<file path="config.mk">
export PLATFORM = sky130hd
export DESIGN_NAME = glitch_filter_mc
export DESIGN_NICKNAME = d
export VERILOG_FILES = /design/src/rtl/glitch_filter_pkg.sv /design/src/rtl/glitch_filter_mc_ticker.sv /design/src/rtl/glitch_filter_mc.sv
export SDC_FILE = /design/constraint.sdc
export NUM_CORES = 1
export LEC_CHECK = 0
export BUFFER_PORTS_ARGS = -buffer_cell sky130_fd_sc_hd__buf_2
export CORE_MARGIN = 2
export CORE_UTILIZATION = 40
export CTS_BUF_LIST = sky130_fd_sc_hd__clkbuf_4 sky130_fd_sc_hd__clkbuf_8
export CTS_CLUSTER_DIAMETER = 30
export CTS_CLUSTER_SIZE = 20
export DETAILED_ROUTE_END_ITERATION = 7
export SLEW_MARGIN = 20
export SYNTH_ARGS = -nofsm -noshare
export SYNTH_HDL_FRONTEND = slang
export SYNTH_HIERARCHICAL = 1
export SYNTH_SLANG_ARGS = --single-unit
export TNS_END_PERCENT = 20
</file>
<file path="constraint.sdc">
create_clock -name clk -period 4.1 [get_ports clk]
set_input_delay 0.41 -clock clk [delete_from_list [all_inputs] [get_ports clk]]
set_output_delay 0.41 -clock clk [all_outputs]
set_load 0.005 [all_outputs]
</file>
<file path="src/rtl/glitch_filter_pkg.sv">
// Shared definitions for the multi-channel glitch filter.
// Contents:
//   gf_mode_e  debounce mode selector (consecutive-run or integrator)
package glitch_filter_pkg;

    typedef enum logic {
        MODE_CONSEC = 1'b0,
        MODE_INTEG  = 1'b1
    } gf_mode_e;

endpackage : glitch_filter_pkg

</file>
<file path="src/rtl/glitch_filter_mc_ticker.sv">
// gf_ticker: divided sampling-tick generator shared by all filter channels.
// Ports:
//   clk      clock
//   rst      synchronous active-high reset
//   en       1 = count and emit ticks; 0 = counter parked at zero, no ticks
//   clk_div  tick period minus one, in clk cycles
//   tick     combinational strobe, high in the cycle where the count matches clk_div
module gf_ticker #(
    parameter int DIVW = 8
) (
    input  logic            clk,
    input  logic            rst,
    input  logic            en,
    input  logic [DIVW-1:0] clk_div,
    output logic            tick
);

    logic [DIVW-1:0] cnt;

    // An exact match is used rather than >= so that lowering clk_div below
    // the current count lets the counter wrap through 2^DIVW before resuming.
    always_comb begin
        tick = en && (cnt == clk_div);
    end

    always_ff @(posedge clk) begin
        if (rst) begin
            cnt <= '0;
        end else if (!en || tick) begin
            cnt <= '0;
        end else begin
            cnt <= cnt + 1'b1;
        end
    end

endmodule : gf_ticker

</file>
<file path="src/rtl/glitch_filter_mc.sv">
// glitch_filter_mc: NCH-channel debouncer with runtime-selectable mode.
// Each raw input passes through a 2-flop synchroniser, is sampled on a shared
// divided tick and filtered either as a consecutive-run counter or as a
// saturating integrator with hysteresis.
// Ports:
//   clk      clock
//   rst      synchronous active-high reset
//   en       1 = sampling enabled; 0 = ticker stopped, filter state frozen
//   clk_div  tick period = clk_div+1 clk cycles
//   mode     0 = consecutive-run, 1 = integrator
//   thresh   threshold T (0 is treated as 1)
//   in       raw asynchronous inputs
//   out      filtered levels
//   rise     one-cycle pulse when out[i] goes 0->1
//   fall     one-cycle pulse when out[i] goes 1->0
import glitch_filter_pkg::*;

module glitch_filter_mc #(
    parameter int           NCH     = 4,
    parameter int           CW      = 4,
    parameter int           DIVW    = 8,
    parameter logic [NCH-1:0] RST_VAL = '0
) (
    input  logic            clk,
    input  logic            rst,
    input  logic            en,
    input  logic [DIVW-1:0] clk_div,
    input  logic            mode,
    input  logic [CW-1:0]   thresh,
    input  logic [NCH-1:0]  in,
    output logic [NCH-1:0]  out,
    output logic [NCH-1:0]  rise,
    output logic [NCH-1:0]  fall
);

    logic [NCH-1:0] sync1;
    logic [NCH-1:0] in_s;
    logic [NCH-1:0] out_n;
    gf_mode_e       mode_q;
    logic           mode_chg;
    logic           tick;
    logic [CW-1:0]  t_eff;

    gf_ticker #(
        .DIVW (DIVW)
    ) u_ticker (
        .clk     (clk),
        .rst     (rst),
        .en      (en),
        .clk_div (clk_div),
        .tick    (tick)
    );

    // The synchroniser runs regardless of en so in_s is already settled
    // when sampling is re-enabled.
    always_ff @(posedge clk) begin
        if (rst) begin
            sync1 <= RST_VAL;
            in_s  <= RST_VAL;
        end else begin
            sync1 <= in;
            in_s  <= sync1;
        end
    end

    // A mode change invalidates the shared run/acc register, so it is
    // detected against a registered copy and used to clear all channels.
    always_ff @(posedge clk) begin
        if (rst) begin
            mode_q <= MODE_CONSEC;
        end else begin
            mode_q <= gf_mode_e'(mode);
        end
    end

    always_comb begin
        mode_chg = (gf_mode_e'(mode) != mode_q);
        t_eff    = (thresh == '0) ? CW'(1) : thresh;
    end

    for (genvar ch = 0; ch < NCH; ch++) begin : g_ch
        logic [CW-1:0] cnt_q;
        logic [CW-1:0] cnt_n;
        logic [CW-1:0] acc_step;
        logic          out_nxt;

        // cnt_q holds the run length in consecutive mode and the integrator
        // level in integrator mode. The final clamp to T handles a threshold
        // lowered below the current accumulator level.
        always_comb begin
            cnt_n    = cnt_q;
            out_nxt  = out[ch];
            acc_step = '0;
            if (mode_chg) begin
                cnt_n = '0;
            end else if (tick) begin
                if (mode_q == MODE_CONSEC) begin
                    if (in_s[ch] == out[ch]) begin
                        cnt_n = '0;
                    end else if (cnt_q == t_eff - CW'(1)) begin
                        out_nxt = in_s[ch];
                        cnt_n   = '0;
                    end else begin
                        cnt_n = cnt_q + CW'(1);
                    end
                end else begin
                    if (in_s[ch]) begin
                        acc_step = (cnt_q >= t_eff) ? t_eff : cnt_q + CW'(1);
                    end else begin
                        acc_step = (cnt_q == '0) ? '0 : cnt_q - CW'(1);
                    end
                    cnt_n = (acc_step > t_eff) ? t_eff : acc_step;
                    if (cnt_n == t_eff) begin
                        out_nxt = 1'b1;
                    end else if (cnt_n == '0) begin
                        out_nxt = 1'b0;
                    end
                end
            end
        end

        always_ff @(posedge clk) begin
            if (rst) begin
                cnt_q <= '0;
            end else begin
                cnt_q <= cnt_n;
            end
        end

        assign out_n[ch] = out_nxt;
    end

    // Edge pulses are registered alongside out so they line up with the
    // first cycle the new level is visible.
    always_ff @(posedge clk) begin
        if (rst) begin
            out  <= RST_VAL;
            rise <= '0;
            fall <= '0;
        end else begin
            out  <= out_n;
            rise <= out_n & ~out;
            fall <= ~out_n & out;
        end
    end

endmodule : glitch_filter_mc

</file>
== Yosys cells after proc, flatten, opt, wreduce, memory -nomap -nowiden ==
Index checks and enable logic that the tools add are counted.

* Add/subtract/negate cells: 10
* Bitwise logic cells: 4
* Order comparisons: 8
* Reductions and logical operators: 14
* Equal/unequal tests: 14
* Muxes and demuxes: 69

{| class="wikitable"
|+ Operators with widths
! operator !! count
|-
| two-way mux 4 bit || 41
|-
| logical NOT 4 bit || 9
|-
| equality test 4 bit || 8
|-
| two-way mux 1 bit || 28
|-
| subtractor 4 x 1 -> 4 bit (second input constant) || 5
|-
| adder 4 x 1 -> 4 bit (second input constant) || 4
|-
| >= comparator 4 bit || 4
|-
| greater-than comparator 4 bit || 4
|-
| adder 8 x 1 -> 8 bit (second input constant) || 1
|-
| bitwise AND 4 bit || 2
|-
| equality test 8 bit || 1
|-
| NOT 4 bit || 2
|-
| equality test 1 bit || 4
|-
| OR reduction 2 bit || 2
|-
| logical AND 1 bit || 1
|-
| logical NOT 1 bit || 1
|-
| logical OR 1 bit || 1
|-
| != test 1 bit || 1
|}

* Bits of input ports: 20
* Flip-flop bits (word level): 45
* Output and inout bits: 12

== Depth between registers and ports, before layout ==
Gate-level depths: netlist (run 1).

* Depth after elaboration: 18
* Mapped depth: 21
* Gate-level depth less buffers: 18

== Cells and area by module ==
The synthesis (run 1) kept the hierarchy.

{| class="wikitable"
|+ Modules (own cells, without submodules)
! module !! cells each !! area each (um2) !! times used
|-
| glitch_filter_mc || 545 || 4077.7 || 1
|-
| gf_ticker || 47 || 476.7 || 1
|}

== Worst setup path after synthesis (run 1) ==
No wires, ideal clock.

* Kind: input-to-reg
* Start: in thresh[1]
* End: reg g_ch[3].cnt_q[3]
* Buffers on the path: 2
* Data arrival time: 4.129 ns
* Stages on the path: 16
* Slack: -0.161 ns
* Data required time: 3.968 ns
* Cells stage by stage: buf_2 nor3_1 or2_1 buf_2 ha_1 nand2b_1 a2111oi_0 or2_2 nor2_1 o22ai_1 ha_1 and2_1 a32oi_1 mux2_2 a221oi_1 nor3_1

* Word-level cells in the longest chain between the ends: 11
* Elaborated cells on any way between the ends: 15
* Those cells by class: add/sub: 1; order compare: 2; eq/ne: 1; mux: 10; reduce/logical: 1

{| class="wikitable"
|+ RTL lines
! what !! line !! source
|-
| start, declared || glitch_filter_mc.sv:29 || <nowiki>input logic [CW-1:0] thresh,</nowiki>
|-
| logical NOT 4 bit || glitch_filter_mc.sv:78 || <nowiki>t_eff = (thresh == '0) ? CW'(1) : thresh;</nowiki>
|-
| two-way mux 4 bit * || glitch_filter_mc.sv:78 ||
|-
| >= comparator 4 bit || glitch_filter_mc.sv:108 || <nowiki>acc_step = (cnt_q >= t_eff) ? t_eff : cnt_q + CW'(1);</nowiki>
|-
| two-way mux 4 bit || glitch_filter_mc.sv:108 ||
|-
| two-way mux 4 bit || glitch_filter_mc.sv:107 || <nowiki>if (in_s[ch]) begin</nowiki>
|-
| two-way mux 4 bit || glitch_filter_mc.sv:97 || <nowiki>if (mode_q == MODE_CONSEC) begin</nowiki>
|-
| two-way mux 4 bit || glitch_filter_mc.sv:96 || <nowiki>end else if (tick) begin</nowiki>
|-
| two-way mux 4 bit || glitch_filter_mc.sv:94 || <nowiki>if (mode_chg) begin</nowiki>
|-
| greater-than comparator 4 bit || glitch_filter_mc.sv:112 || <nowiki>cnt_n = (acc_step > t_eff) ? t_eff : acc_step;</nowiki>
|-
| two-way mux 4 bit || glitch_filter_mc.sv:112 ||
|-
| two-way mux 4 bit * || glitch_filter_mc.sv:97 ||
|-
| end signal, assigned || glitch_filter_mc.sv:126 || <nowiki>cnt_q <= cnt_n;</nowiki>
|-
| end, declared || glitch_filter_mc.sv:82 || <nowiki>logic [CW-1:0] cnt_q;</nowiki>
|}

Every way passes the cells marked *; elsewhere a longest branch is shown, timed or not. The select of a mux whose other input is x is not followed.
A chain may end at the register's enable or synchronous reset.

== Worst setup path in the final report (run 1) ==
* Start: in thresh[2]
* End: reg g_ch[3].cnt_q[3]

The elaborated chain is that of the path after synthesis.

==> impl.org, run 1 <==
** Route
- Total routed wirelength :: 12900 um
- Post-detailed-route DRC marker count :: 0
- The first detailed-routing pass ran for 5 iterations.
- Once detail routing completed, the nets flagged for antenna violations numbered 0.
- Via count normalized by instance count :: 5.85
- Drt wl/cell :: 16.8 um
- The first routing iteration left 277 violations.
- Vias after detailed routing :: 4495

** Synthesis
- After synthesis, the largest family of logic cells by area is compound AO/OA/AOI/OAI gates.
- Sequential fraction of the synthesis area :: 19.8%
- A synthesized cell averages 7.69 um^2.
- Netlist Area Pre-Place :: 4550 um^2
- After synthesis, the share of flip-flops with an asynchronous set or reset is 0%.
- Top cell type by total area after synthesis :: sky130_fd_sc_hd__dfxtp_1
- Yosys warning total :: 6
- The synthesized design contains 45 register bits.
- After technology mapping, the gate count stands at 592.
- Synthesized-area fraction occupied by and/or/nand/nor cells :: 22.3%
- Cells taking the most area after synthesis :: sky130_fd_sc_hd__dfxtp_1 (20%), sky130_fd_sc_hd__ha_1 (13%), sky130_fd_sc_hd__xnor2_1 (5.6%), sky130_fd_sc_hd__a21oi_1 (4.2%), sky130_fd_sc_hd__nor2_1 (4.0%)
- Count of distinct cell types in the synthesized netlist :: 68
- Xor and xnor fraction of the mapped netlist area :: 10.2%
- Prevailing post-synth register cell :: sky130_fd_sc_hd__dfxtp_1
- Syn nets :: 658
- Number of synthesized flops with an enable pin :: 0
- Of the post-synthesis cell area, the part taken by muxes is 2.28%.
- Most frequently used cell type in the post-synthesis netlist :: sky130_fd_sc_hd__nor2_1
- Of the total synthesized cell area, the portion taken by full adders, half adders and majority gates is 12.6%.
- Share of Yosys cell area claimed by the top area cell type :: 19.8%
- List of most frequent post-synthesis cells :: sky130_fd_sc_hd__nor2_1 (49), sky130_fd_sc_hd__ha_1 (46), sky130_fd_sc_hd__dfxtp_1 (45)
- Synth Area in Compound Gates :: 26.6%

** Outcome
- Run status :: completed

** Setup path
- In this run the critical register-to-register path is launched from g_ch[3].cnt_q[0].
- Critical path data arrival time :: 3920 ps
- For this design, the slowest cell found on the critical path is sky130_fd_sc_hd__a2111oi_1.
- Biggest fanout along the worst timing path :: 5
- STA classifies the critical path endpoint as a flop.
- Endpoint of the most critical setup path :: g_ch[3].cnt_q[3]
- Number of cells traversed by the worst register-to-register path :: 14
- The endpoint identified for the worst register-to-register timing path is g_ch[3].cnt_q[3].
- The worst setup path is of the input port to flop kind.
- Data required time at the worst endpoint :: 4260 ps
- Critical Path Start Type :: input port
- Longest individual stage delay on the worst path :: 400 ps
- Cell-by-cell listing of the critical path :: buf_2 -> nor3_1 -> or2_1 -> ha_1 -> nand2b_1 -> a2111oi_1 -> buf_4 -> or2_2 -> nor2_1 -> o22ai_1 -> ha_1 -> and2_1 -> a32oi_2 -> mux2_2 -> a221oi_1 -> nor3_1
- The most critical setup path has its startpoint at thresh[2].
- The worst register-to-register path has a setup slack of 370 ps.

** GRT
- Global-route wire length before repair :: 21100 um
- Most used routing layer :: met2
- Global routing consumed, on the met2 layer, 34.5% of the routing resources.
- Global routing consumed, over all layers together, 20.8% of the routing resources.
- The initial antenna violation count is 0.
- Pin count of the biggest net entering global routing :: 27
- Vias in the first global route :: 4282
- For this run the aggregate overflow at the end of global routing stands at 0.
- M1 GR Usage :: 27.9%
- Grt met3 use :: 3.01%

** Clocking
- TritonCTS built the clock tree.
- Worst-path clk slew :: 90 ps
- CTS Sinks :: 45
- In this run, CTS created clock tree buffers numbering 5.
- The number of gates resized after CTS was 0.
- Post-CTS Hold Buffers :: 0
- Library cell used as clock root buffer :: sky130_fd_sc_hd__clkbuf_8
- After clock tree synthesis, the setup repair step added 0 buffers.
- The clock passes through at most 2 buffers.
- Source-to-sink clock delay at the later pin of the worst-skew pair :: 300 ps
- Maximum level of the CTS H-tree :: 2

** Pwr
- Power comes to 0.978 mW.
- Worst vdd ir :: 0.137 mV
- Net switching power figure :: 0.300 mW
- Combinational logic is responsible for 23.6% of the overall power.
- Summed over all cells, the static leakage comes to 2.17 nW.
- Total internal power :: 0.679 mW
- The clock network is responsible for 30.3% of the overall power.
- In this run the power density over the cells is 191 nW/um^2.
- Registers are responsible for 46.1% of the overall power.
- Switching portion of total power :: 30.6%

** Timing
- Count of final max-slew check failures :: 0
- Relative slew margins :: 55.3%
- Subtracting the final worst setup slack from the clock period gives 3760 ps.
- Setup repair after global routing left no endpoint under its margin.
- After routing, the total negative slack on setup checks comes to 0 ps.
- For this run, the top clock speed supported by timing is 266 MHz.
- Of the available clock period, the critical path in the final layout requires 91.6%.
- Actual transition at the worst max-transition pin :: 669 ps
- Clock skew on the completed layout was measured at 7.84 ps.
- The number of hold-slack violations in the final timing report was 0.
- Number of failing setup endpoints in the final timing report :: 0

** Floorplan
- Effective utilization at floorplan :: 41.5%
- Row Count :: 38
- 32 I/O pins were placed.
- Die W :: 111 um
- The die covers 12300 um^2.
- Die extent in y :: 111 um
- In this run the standard cell core region covers 11000 um^2.

** Finish
- In the final design database the tool counted 695 nets.
- The repair_antennas step left the layout with diodes totalling 0.
- Once layout is complete, the utilization of the core stands at 46.5%.
- Relative to the synthesized area, the layout overhead comes to 12.2%.
- Layout cell share with drive strength beyond 1 :: 14.8%

** Placement
- HPWL after detailed placement :: 9730 um
- IO Port Bufs :: 31
- At the end of routability-driven placement, the weighted congestion stood at 0.887.

** Worst hold path
- The worst hold path begins at in[1].
- The path class of the tightest hold or removal check is input port to flop.

** Run
- Across the run, the number of max-cap violations was 0.
==> routing by layer <==
metal	up-vias	part of all wire [%]	wire length, um
met2	122	47	6000
li1	2234	-	-
met3	21	4.3	555
met5	-	0	0
met1	2118	47	6090
met4	0	1.9	251
==> cell type report <==
cell class,count,area [um^2]
fillers,1081,5870
multi-input cells,477,3390
flip-flops and latches,45,903
repair buffers,66,418
well taps,140,175
inverters,34,128
clock buffers,7,90.1
==> power groups by stage <==
| stage | registers (mW) | logic [mW] | clock network (mW) |
|---|---|---|---|
| 4_1_cts | 0.451 | 0.228 | 0.308 |
| 2_1_floorplan | 0.455 | 0.158 | 0 |
| 3_3_place_gp | 0.461 | 0.222 | 0 |
| 3_5_place_dp | 0.461 | 0.227 | 0 |
| 5_1_grt | 0.453 | 0.254 | 0.325 |
| 6_report | 0.451 | 0.231 | 0.296 |
==> layout by cell type, fill, tap and decap left out, drive strengths merged, types with 14 or more instances in the layout <==
cell,instances
nand3,16
nor2,49
nand2,39
xor2,20
inv,29
nor2b,20
o21ai,35
a21oi,38
nor3,16
a211oi,14
dfxtp,45
ha,46
buf,66
xnor2,30
==> how the worst min path moves through the flow <==
stage,end,depth (start not counted)
2_1_floorplan,in_s[0],1
3_3_place_gp,in_s[0],1
3_5_place_dp,in_s[3],1
4_1_cts,sync1[2],2
5_1_grt,sync1[2],2
6_report,sync1[1],2
==> kinds of logic after synthesis <==
kind of cell    after synthesis
simple gates                193
compound gates              178
buf+inv                      70
xor+xnor                     50
fa+ha+maj                    46
flops                        45
mux                          10
==> registers in the layout, summed over array words and instances (netlist names) <==
register      count
out               4
in_s              4
u_ticker/cnt      8
fall              4
sync1             4
g_ch.cnt_q       16
rise              4
mode_q            1
==> per-stage QoR <==
stage	hold slack (ps)	instance area, um^2	setup slack, ps	std cells
floorplan	414	4560	29.6	592
global placement	417	5000	-135	762
detailed placement	423	5000	-167	762
CTS	300	5090	87.4	769
global route	298	5110	15.3	769
finish	313	5110	343	769
==> critical path, delay by kind of cell <==
family / cells / cell delay (ps)
AOI/OAI and AO/OA: 4 / 1280
and+or+nand+nor: 7 / 970
adders and majority gates: 2 / 560
muxes: 1 / 390
buffers and inverters: 2 / 310
(Power assumes the default switching activity.)
==> run 2, diff against run 1 <==
--- a/config.mk
+++ b/config.mk
@@ -6,7 +6,7 @@
 export NUM_CORES = 1
 export LEC_CHECK = 0
 export BUFFER_PORTS_ARGS = -buffer_cell sky130_fd_sc_hd__buf_2
-export CORE_MARGIN = 2
+export CORE_MARGIN = 5
 export CORE_UTILIZATION = 40
 export CTS_BUF_LIST = sky130_fd_sc_hd__clkbuf_4 sky130_fd_sc_hd__clkbuf_8
 export CTS_CLUSTER_DIAMETER = 30
==> run 2 against run 1 <==
Effect of this change:
- global-route usage is 1.2 points lower
- hold slack worse by 7.6 ps
- critical path depth is 1 higher
- die area is 11% higher
- wire length is 3.8% higher
- count of clock-buffer cells in the layout is 2 lower
- highest routed layer unchanged
- critical endpoint is now out[3]
- register-to-register slack worse by 60 ps
- critical path type is now flop to flop
- sequential power hardly changed
- clock power hardly changed
- sequential share of layout area is 0.40 points lower
- via count is 1.8% higher
==> impl.org, run 2 (synthesis results as in run 1) <==
** Outcome
- Run status :: completed

** Route
- Detailed-routing iteration count for the pre-antenna-repair pass :: 5 (unchanged)
- The number of vias per cell is 5.82 (-0.38%).
- The overall routed net length was 13400 um (+3.8%).
- Antenna-violating nets left :: 0 (unchanged)
- Post-detailed-route DRC marker count :: 0 (unchanged)
- Starting DRC count in detailed routing :: 286 (+3.2%)
- Drt wl/cell :: 17.0 um (+1.6%)
- The detailed-route via count is 4577 (+1.8%).

** Placement
- The count of port buffers added during placement is 31 (unchanged).
- The half-perimeter wire length after detailed placement came to 10200 um (+4.6%).
- Pre-CTS setup slack :: -127 ps (+40.7 ps)
- The placed instance area came to 5100 um^2 (+2.0%).
- GP Congestion :: 0.944 (+6.4%)
- The number of cells after detailed placement was 778 (+2.1%).

** Setup path
- The critical path goes through inv_1 -> ha_1 -> nand2b_1 -> a2111oi_1 -> buf_4 -> o21ai_0 -> nand2_1 -> o22ai_1 -> ha_1 -> and2_1 -> o21ai_0 -> a32oi_2 -> nor2_1 -> o22a_1 -> o211ai_1 -> o211ai_1 -> o211a_1.
- Class of the most critical setup path :: flop to flop
- In this run the critical register-to-register path is captured at out[3].
- The arrival time at the worst endpoint is 4010 ps (+90 ps).
- For this design, the slowest cell found on the critical path is sky130_fd_sc_hd__dfxtp_1.
- The required time of the critical path was 4310 ps (+50 ps).
- Biggest fanout along the worst timing path :: 6 (+1)
- Internal reg-to-reg setup slack :: 310 ps (-60 ps)
- Setup crit end kind :: flop
- The worst setup path is launched from a flop.
- The delay contributed by the slowest stage of the critical path is 470 ps (+70 ps).
- Largest delay contributor family on the critical path :: compound AO/OA/AOI/OAI gates
- Number of cells traversed by the worst register-to-register path :: 17 (+3)
- The worst register-to-register path begins at g_ch[3].cnt_q[0].
- The count of buffering cells on the critical path with inverters included came to 2 (unchanged).

** Finish
- Final instance area :: 5220 um^2 (+2.2%)
- The largest registers in the layout are g_ch.cnt_q: 16 flops, u_ticker/cnt: 8 flops.
- Layout cell share with drive strength beyond 1 :: 16.6% (+1.9 points)
- The library cell used most frequently in the layout, excluding fill and tap cells, is sky130_fd_sc_hd__nor2_1.
- FF/Latch Area :: 902 um^2 (-0.14%)
- Area growth from synthesis to final layout :: 14.6%
- The area occupied by multi-input gates was 3400 um^2 (+0.18%).
- The top cell types in the final layout, fill and taps aside, are sky130_fd_sc_hd__nor2_1 (49), sky130_fd_sc_hd__buf_4 (48), sky130_fd_sc_hd__ha_1 (46).
- The antenna cell count came to 0 (unchanged).
- Ranked by flip-flop count, first place goes to g_ch.cnt_q.
- The final-stage net count is 708 (+1.9%).
- The number of filler cells placed in the layout came to 1132 (+4.7%).
- Number of flip-flops under the largest register name :: 16 (unchanged)
- Count of non-filler cells in the finished layout :: 786 (+2.2%)

** Clocking
- Maximum level of the CTS H-tree :: 2 (unchanged)
- Worst-path clk slew :: 100 ps (about the same)
- Clock tree from TritonCTS :: done
- CTS Sinks :: 45 (unchanged)
- The maximum buffer depth of the clock tree is 2 (unchanged).
- Clock tree synthesis selected as its root buffer the cell sky130_fd_sc_hd__clkbuf_8.
- The clock insertion delay at the later pin of the skew report came to 310 ps (about the same).
- The number of buffers added by the clock tree synthesis step was 5 (unchanged).

** Floorplan
- The number of ports placed on the die boundary is 32 (unchanged).
- Die W :: 117 um (+5.4%)
- The die extent in y was 117 um (+5.4%).
- The area of the core region was 11300 um^2 (+2.6%).
- Row Count :: 39 (+2.6%)
- Effective utilization at floorplan :: 40.4% (-1.1 points)
- Die area :: 13600 um^2 (+11%)

** Worst hold path
- Worst min-delay path category :: input port to flop
- The hold path depth was 2 (unchanged).
- The startpoint identified for the worst hold timing path is in[0].
- Worst min-delay path endpoint :: sync1[0]

** Timing
- The clock period minus final worst setup slack is 3790 ps (+36.5 ps).
- Clock Skew :: 5.33 ps (-2.51 ps)
- The final critical-path share of the clock period came to 92.5% (+0.89 points).
- The top achievable clock speed was 264 MHz (-0.96%).
- The final-report setup violation count is 0 (unchanged).
- Final Worst Setup Slack :: 306 ps (-36.5 ps)
- The final max-slew violation count came to 0 (unchanged).
- Actual transition at the worst max-transition pin :: 703 ps (+33.8 ps)
- Final count of hold timing violations :: 0 (unchanged)
- Relative slew margins :: 53.1% (-2.2 points)

** GRT
- Grt ovf :: 0 (unchanged)
- The via count of the first global-routing pass was 4340 (+1.4%).
- The initial antenna violation count is 0 (unchanged).
- The all-layer global routing usage was 19.7% (-1.2 points).
- The pin count of the biggest net entering global routing was 27 (unchanged).
- Global-route wire length before repair :: 21400 um (+1.0%)

** Run
- Max-cap violation count :: 0 (unchanged)

** Pwr
- Leakage power :: 2.23 nW (+3.0%)
- The overall power consumption is 0.984 mW (+0.61%).
- Worst vdd ir :: 0.112 mV (-18%)
- PD cells :: 189 nW/um^2 (-1.5%)
run 2: cell count changes in the layout (fill, tap and decap cells not counted), sizes merged:
cell | before | now
clkbuf | 7 | 5
inv | 29 | 30
clkinv | 5 | 6
clkinvlp | 0 | 1
buf | 66 | 79
run 2: worst max path at each step:
stage	from	cells past startpoint	slack, ps	endpoint
4_1_cts	g_ch[1].cnt_q[0]	16	190	fall[1]
6_report	g_ch[3].cnt_q[0]	17	310	out[3]
3_3_place_gp	thresh[2]	19	40	out[1]
3_5_place_dp	thresh[2]	19	-130	fall[1]
5_1_grt	thresh[2]	18	-10	out[0]
2_1_floorplan	thresh[1]	16	30	g_ch[3].cnt_q[3]
run 2: power breakdown:
part           switching, mW  internal, mW
sequential           0.00983         0.442
clock                  0.175         0.123
combinational          0.136        0.0979
total                  0.321         0.663
run 2: layer usage:
layer / track usage (%) / part of all wire [%] / up-vias
li1: - / - / 2274
met1: 25.8 / 45 / 2151
met2: 33.3 / 48 / 126
met3: 2.28 / 4.3 / 26
met4: 6.96 / 2.5 / 0
met5: 0 / 0 / -
run 2: layout make-up:
type | count | area share (%)
clock buffer | 5 | 1.32
clock inverter | 3 | 0.480
inverter | 34 | 2.45
multi-input combinational | 477 | 65.2
sequential | 45 | 17.3
tap | 143 | 3.43
timing repair buffer | 79 | 9.88
run 2: stage by stage:
step | utilization, % | setup TNS [ps] | hold slack (ps)
after floorplan | - | 0 | 414
after global placement | 45.3 | 0 | 428
after detailed placement | 45.3 | -224 | 420
after CTS | 46.1 | 0 | 296
after global routing | 46.3 | -22.7 | 301
final | 46.3 | 0 | 305
run 2: what timing repair did:
item / CTS / global route
buffers inserted: 0 / 0
endpoints found under the setup margin: 0 / 8
endpoints found under the hold margin: 0 / 0
hold buffers: 0 / 0
resized for setup: 0 / 7
==> run 3, diff against run 2 <==
--- a/config.mk
+++ b/config.mk
@@ -5,6 +5,7 @@
 export SDC_FILE = /design/constraint.sdc
 export NUM_CORES = 1
 export LEC_CHECK = 0
+export ABC_AREA = 1
 export BUFFER_PORTS_ARGS = -buffer_cell sky130_fd_sc_hd__buf_2
 export CORE_MARGIN = 5
 export CORE_UTILIZATION = 40
==> run 3 against run 2 <==
Effect of this change:
- flip-flop and latch count unchanged
- register-to-register slack improved by 340 ps
- clock power increased by 25%
- clock skew increased by 2.3 ps
- maximum frequency increased by 4.0%
- via count increased by 14%
- worst setup slack improved by 150 ps
- non-clock buffer count decreased by 27
- hold slack got worse by 8.8 ps
- combinational power increased by 8.5%
- wire length increased by 4.9%
- highest routed layer is now met5
==> impl.org, run 3 <==
** Finish
- Largest registers :: g_ch.cnt_q: 16 flops, u_ticker/cnt: 8 flops
- Count of nets after finishing :: 908 (+28%)
- Leaving out fill and tap cells, the most frequent cell in the layout is sky130_fd_sc_hd__nand2_1.
- The register with the most flip-flops in the final layout is g_ch.cnt_q.
- The antenna cell count is 0 (unchanged).
- Area occupied by multi-input gates :: 3380 um^2 (-0.63%)
- Highest-count cells in the layout ignoring fill and taps :: sky130_fd_sc_hd__nand2_1 (242), sky130_fd_sc_hd__inv_1 (113), sky130_fd_sc_hd__nand3_1 (75)
- The fraction of final layout cells sized beyond drive strength 1 came to 11.4% (-5.3 points).
- Number of flip-flops under the largest register name :: 16 (unchanged)
- FF/Latch Area :: 901 um^2 (-0.14%)
- From synthesis to final layout, the design area changed by 10.7%.
- The number of filler cells placed in the layout came to 1288 (+14%).

** Route
- Starting DRC count in detailed routing :: 375 (+31%)
- The average wire length per cell after detail routing was 14.2 um (-17%).
- Via count normalized by instance count :: 5.29 (-9.2%)
- The overall routed net length came to 14000 um (+4.9%).
- The first-pass iteration count of the detailed router came to 5 (unchanged).
- The detailed-route via count is 5236 (+14%).
- Antenna-violating nets left :: 0 (unchanged)
- The post-detailed-route DRC marker count was 0 (unchanged).

** Setup path
- On the critical path the largest part of the delay comes from simple AND/OR/NAND/NOR gates.
- Worst reg2reg startpoint :: g_ch[2].cnt_q[0]
- Class of the most critical setup path :: input port to flop
- Internal reg-to-reg setup slack :: 650 ps (+340 ps)
- Setup crit end kind :: flop
- In this run the worst setup path begins at thresh[2].
- The slowest stage of the critical path is the sky130_fd_sc_hd__a21oi_2 cell.
- The arrival time at the worst endpoint was 3900 ps (-110 ps).
- Data required time at the worst endpoint :: 4350 ps (+40 ps)
- Biggest fanout along the worst timing path :: 10 (+4)
- Longest individual stage delay on the worst path :: 300 ps (-170 ps)
- Bufs and invs on worst path :: 6 (+4)
- Critical Path Start Type :: input port
- Critical path's most frequent cell :: sky130_fd_sc_hd__nand2_1

** Floorplan
- Die W :: 120 um (+2.7%)
- The effective utilization at floorplan is 40.5% (+0.11 points).
- The area enclosed by the die boundary was 14400 um^2 (+5.4%).
- The standard-cell row count is 40 (+2.6%).
- The area of the core region came to 11900 um^2 (+5.7%).
- The die extent in y is 120 um (+2.7%).
- I/O pins :: 32 (unchanged)

** GRT
- The total global routing overflow came to 0 (unchanged).
- Vias in the first global route :: 4992 (+15%)
- Pin count of the biggest net entering global routing :: 30 (+11%)
- Number of antenna violations at the first check in global routing :: 1 (+1)
- Total global routing track utilization :: 20.0% (+0.35 points)
- The global-route wire length before repair came to 23800 um (+11%).

** Timing
- Actual transition at the worst max-transition pin :: 489 ps (-214 ps)
- The top achievable clock speed came to 274 MHz (+4.0%).
- Clock Skew :: 7.62 ps (+2.29 ps)
- The number of hold-slack violations in the final timing report was 0 (unchanged).
- Setup repair after global routing left no endpoint under its margin.
- Relative slew margins :: 67.3% (+14 points)
- The smallest hold slack was 296 ps (-8.80 ps).
- The final worst setup slack came to 453 ps (+147 ps).
- The final max-slew violation count was 0 (unchanged).
- The final critical-path share of the clock period was 88.9% (-3.6 points).
- The clock period minus final worst setup slack is 3650 ps (-147 ps).
- Post-route setup TNS :: 0 ps (unchanged)
- The final-report setup violation count came to 0 (unchanged).

** Outcome
- Run status :: completed

** Worst hold path
- Hold path startpoint :: in[1]
- In this run the worst hold path is classified as input port to flop.

** Pwr
- The share of power burned in registers came to 41.8% (-4.1 points).
- Comb power frac :: 23.6% (about the same)
- Clock power frac :: 34.7% (+4.3 points)
- PD cells :: 202 nW/um^2 (+6.9%)
- The worst-case vdd ir drop was 0.136 mV (+22%).
- Switching portion of total power :: 32.3% (-0.30 points)
- Net switching power figure :: 0.348 mW (+8.5%)
- Total internal power :: 0.729 mW (+10%)
- Leakage power :: 2.73 nW (+22%)

** Clocking
- The post-CTS clock slew at the launch and capture registers of the worst setup and hold paths was 100 ps (about the same).
- Source-to-sink clock delay at the later pin of the worst-skew pair :: 310 ps (about the same)
- The number of buffers added by the clock tree synthesis step was 5 (unchanged).
- The maximum buffer depth of the clock tree is 2 (unchanged).
- Maximum level of the CTS H-tree :: 2 (unchanged)
- The cell sitting at the root of the clock tree is a sky130_fd_sc_hd__clkbuf_8.
- Clock tree from TritonCTS :: done
- The clock sink total came to 45 (unchanged).
- Post-CTS Hold Buffers :: 0 (unchanged)

** Synthesis
- Number of synthesized flops with an enable pin :: 0 (unchanged)
- Most frequently used cell type in the post-synthesis netlist :: sky130_fd_sc_hd__nand2_1
- List of most frequent post-synthesis cells :: sky130_fd_sc_hd__nand2_1 (242), sky130_fd_sc_hd__inv_1 (113), sky130_fd_sc_hd__nand3_1 (76)
- The proportion of synthesized flip-flops having asynchronous set or reset is 0% (unchanged).
- Sorting the synthesized cells by area gives the leading types as sky130_fd_sc_hd__nand2_1 (19%), sky130_fd_sc_hd__dfxtp_1 (19%), sky130_fd_sc_hd__ha_1 (12%), sky130_fd_sc_hd__inv_1 (8.8%), sky130_fd_sc_hd__nand3_1 (7.9%).
- Share of Yosys cell area claimed by the top area cell type :: 18.8% (-0.96 points)
- The number of warning messages in the yosys log is 6 (unchanged).
- Syn Inst Count :: 808 (+36%)
- Syn nets :: 874 (+33%)
- The sequential element share of the synthesized area was 18.7% (-1.1 points).
- The post-synthesis area per instance is 5.97 um^2 (-22%).
- Count of distinct cell types in the synthesized netlist :: 35 (-49%)
- Summed over all instances, the cell type with the most area after synthesis is sky130_fd_sc_hd__nand2_1.
- In the synthesized netlist the dominant register cell turns out to be sky130_fd_sc_hd__dfxtp_1.
- Yosys reg bits :: 45 (unchanged)
- The total standard cell area after synthesis is 4830 um^2 (+6.0%).

** Placement
- The count of port buffers added during placement is 31 (unchanged).
- GP Congestion :: 0.921 (-2.4%)
- Pre-CTS setup slack :: 9.91 ps (+137 ps)
- The half-perimeter wire length after detailed placement came to 11100 um (+8.6%).

** Run
- Max-cap violation count :: 0 (unchanged)
==> run 3: cell types whose count changed after synthesis, sizes merged, moves of 14 or more <==
cell | previous run | this run
nand3 | 16 | 81
nor2b | 20 | 0
nor2 | 49 | 67
nand4 | 6 | 47
inv | 29 | 115
a211oi | 14 | 0
nand2 | 39 | 249
xnor2 | 30 | 6
==> run 3: per-layer routing <==
metal,part of all wire [%],track usage (%)
met5,0.078,0
met4,1.9,5.15
met1,47,26.0
met3,4.4,2.83
met2,47,34.7
==> run 3: through the flow <==
stage	cell area [um^2]	total power, mW	instances	util, %
after floorplan	4830	0.636	808	-
after detailed placement	5220	0.712	982	43.8
after CTS	5340	1.09	990	44.8
final	5340	1.08	990	44.9
after global placement	5220	0.707	982	43.8
after global routing	5340	1.15	990	44.9
==> run 3: path summary, 6_finish.rpt <==
path | cells past startpoint | endpoint
worst max-delay path | 26 | fall[2]
worst min-delay path | 3 | sync1[1]
worst max register to register | 26 | fall[2]
worst min register to register | 2 | in_s[1]
==> run 3: power groups by stage <==
stage                     registers [mW]  clock network (mW)  logic (mW)
after floorplan                    0.455                   0       0.181
after global placement             0.460                   0       0.247
after detailed placement           0.460                   0       0.252
after CTS                          0.450               0.385       0.253
after global routing               0.452               0.404       0.291
final                              0.450               0.373       0.254
==> run 3: cell type report <==
class,instances,area share (%)
Multi-Input combinational cell,620,63.2
Sequential cell,45,16.9
Inverter,118,8.36
Timing Repair Buffer,52,5.85
Tap cell,147,3.44
Clock buffer,6,1.55
Clock inverter,2,0.702
==> run 3: worst reg2reg max path, stage by stage, from the launching register on <==
cell                      delay, ps
sky130_fd_sc_hd__dfxtp_1        480
sky130_fd_sc_hd__inv_1          160
sky130_fd_sc_hd__ha_1           350
sky130_fd_sc_hd__nand2_1         70
sky130_fd_sc_hd__inv_1           40
sky130_fd_sc_hd__nand2_1        110
sky130_fd_sc_hd__nand3_2        160
sky130_fd_sc_hd__nand2_1        100
sky130_fd_sc_hd__nand3_1        110
sky130_fd_sc_hd__nand2_1        110
sky130_fd_sc_hd__inv_1           50
sky130_fd_sc_hd__ha_1           280
sky130_fd_sc_hd__nand2_1         60
sky130_fd_sc_hd__inv_1           60
sky130_fd_sc_hd__o21ai_0         70
sky130_fd_sc_hd__nand2_1         60
sky130_fd_sc_hd__nand2_1        130
sky130_fd_sc_hd__buf_4          210
sky130_fd_sc_hd__nand3_1        110
sky130_fd_sc_hd__nand2_1         90
sky130_fd_sc_hd__nor2_1         100
sky130_fd_sc_hd__nand2_1         80
sky130_fd_sc_hd__nand2_1         60
sky130_fd_sc_hd__nand3_1         90
sky130_fd_sc_hd__nand2_1        100
sky130_fd_sc_hd__nand2_1         50
sky130_fd_sc_hd__nor2_1          90
==> run 3: kinds of logic (layout without fill, tap and decap cells) <==
kind of cell | after synthesis | count (layout) | synth area share, %
flip-flops | 45 | 45 | 18.7
XOR/XNOR | 18 | 18 | 4.04
AND/OR/NAND/NOR | 457 | 457 | 41.9
adder cells (fa/ha/maj) | 46 | 46 | 11.9
AO/OA/AOI/OAI | 99 | 99 | 12.0
buffers and inverters | 143 | 178 | 11.4
==> run 3: repair_timing <==
| action | 4_1_cts | 5_1_grt |
|---|---|---|
| buffers inserted | 0 | 0 |
| endpoints found under the hold margin | 0 | 0 |
| gates resized for setup | 0 | 2 |
| setup endpoints to repair | 0 | 3 |
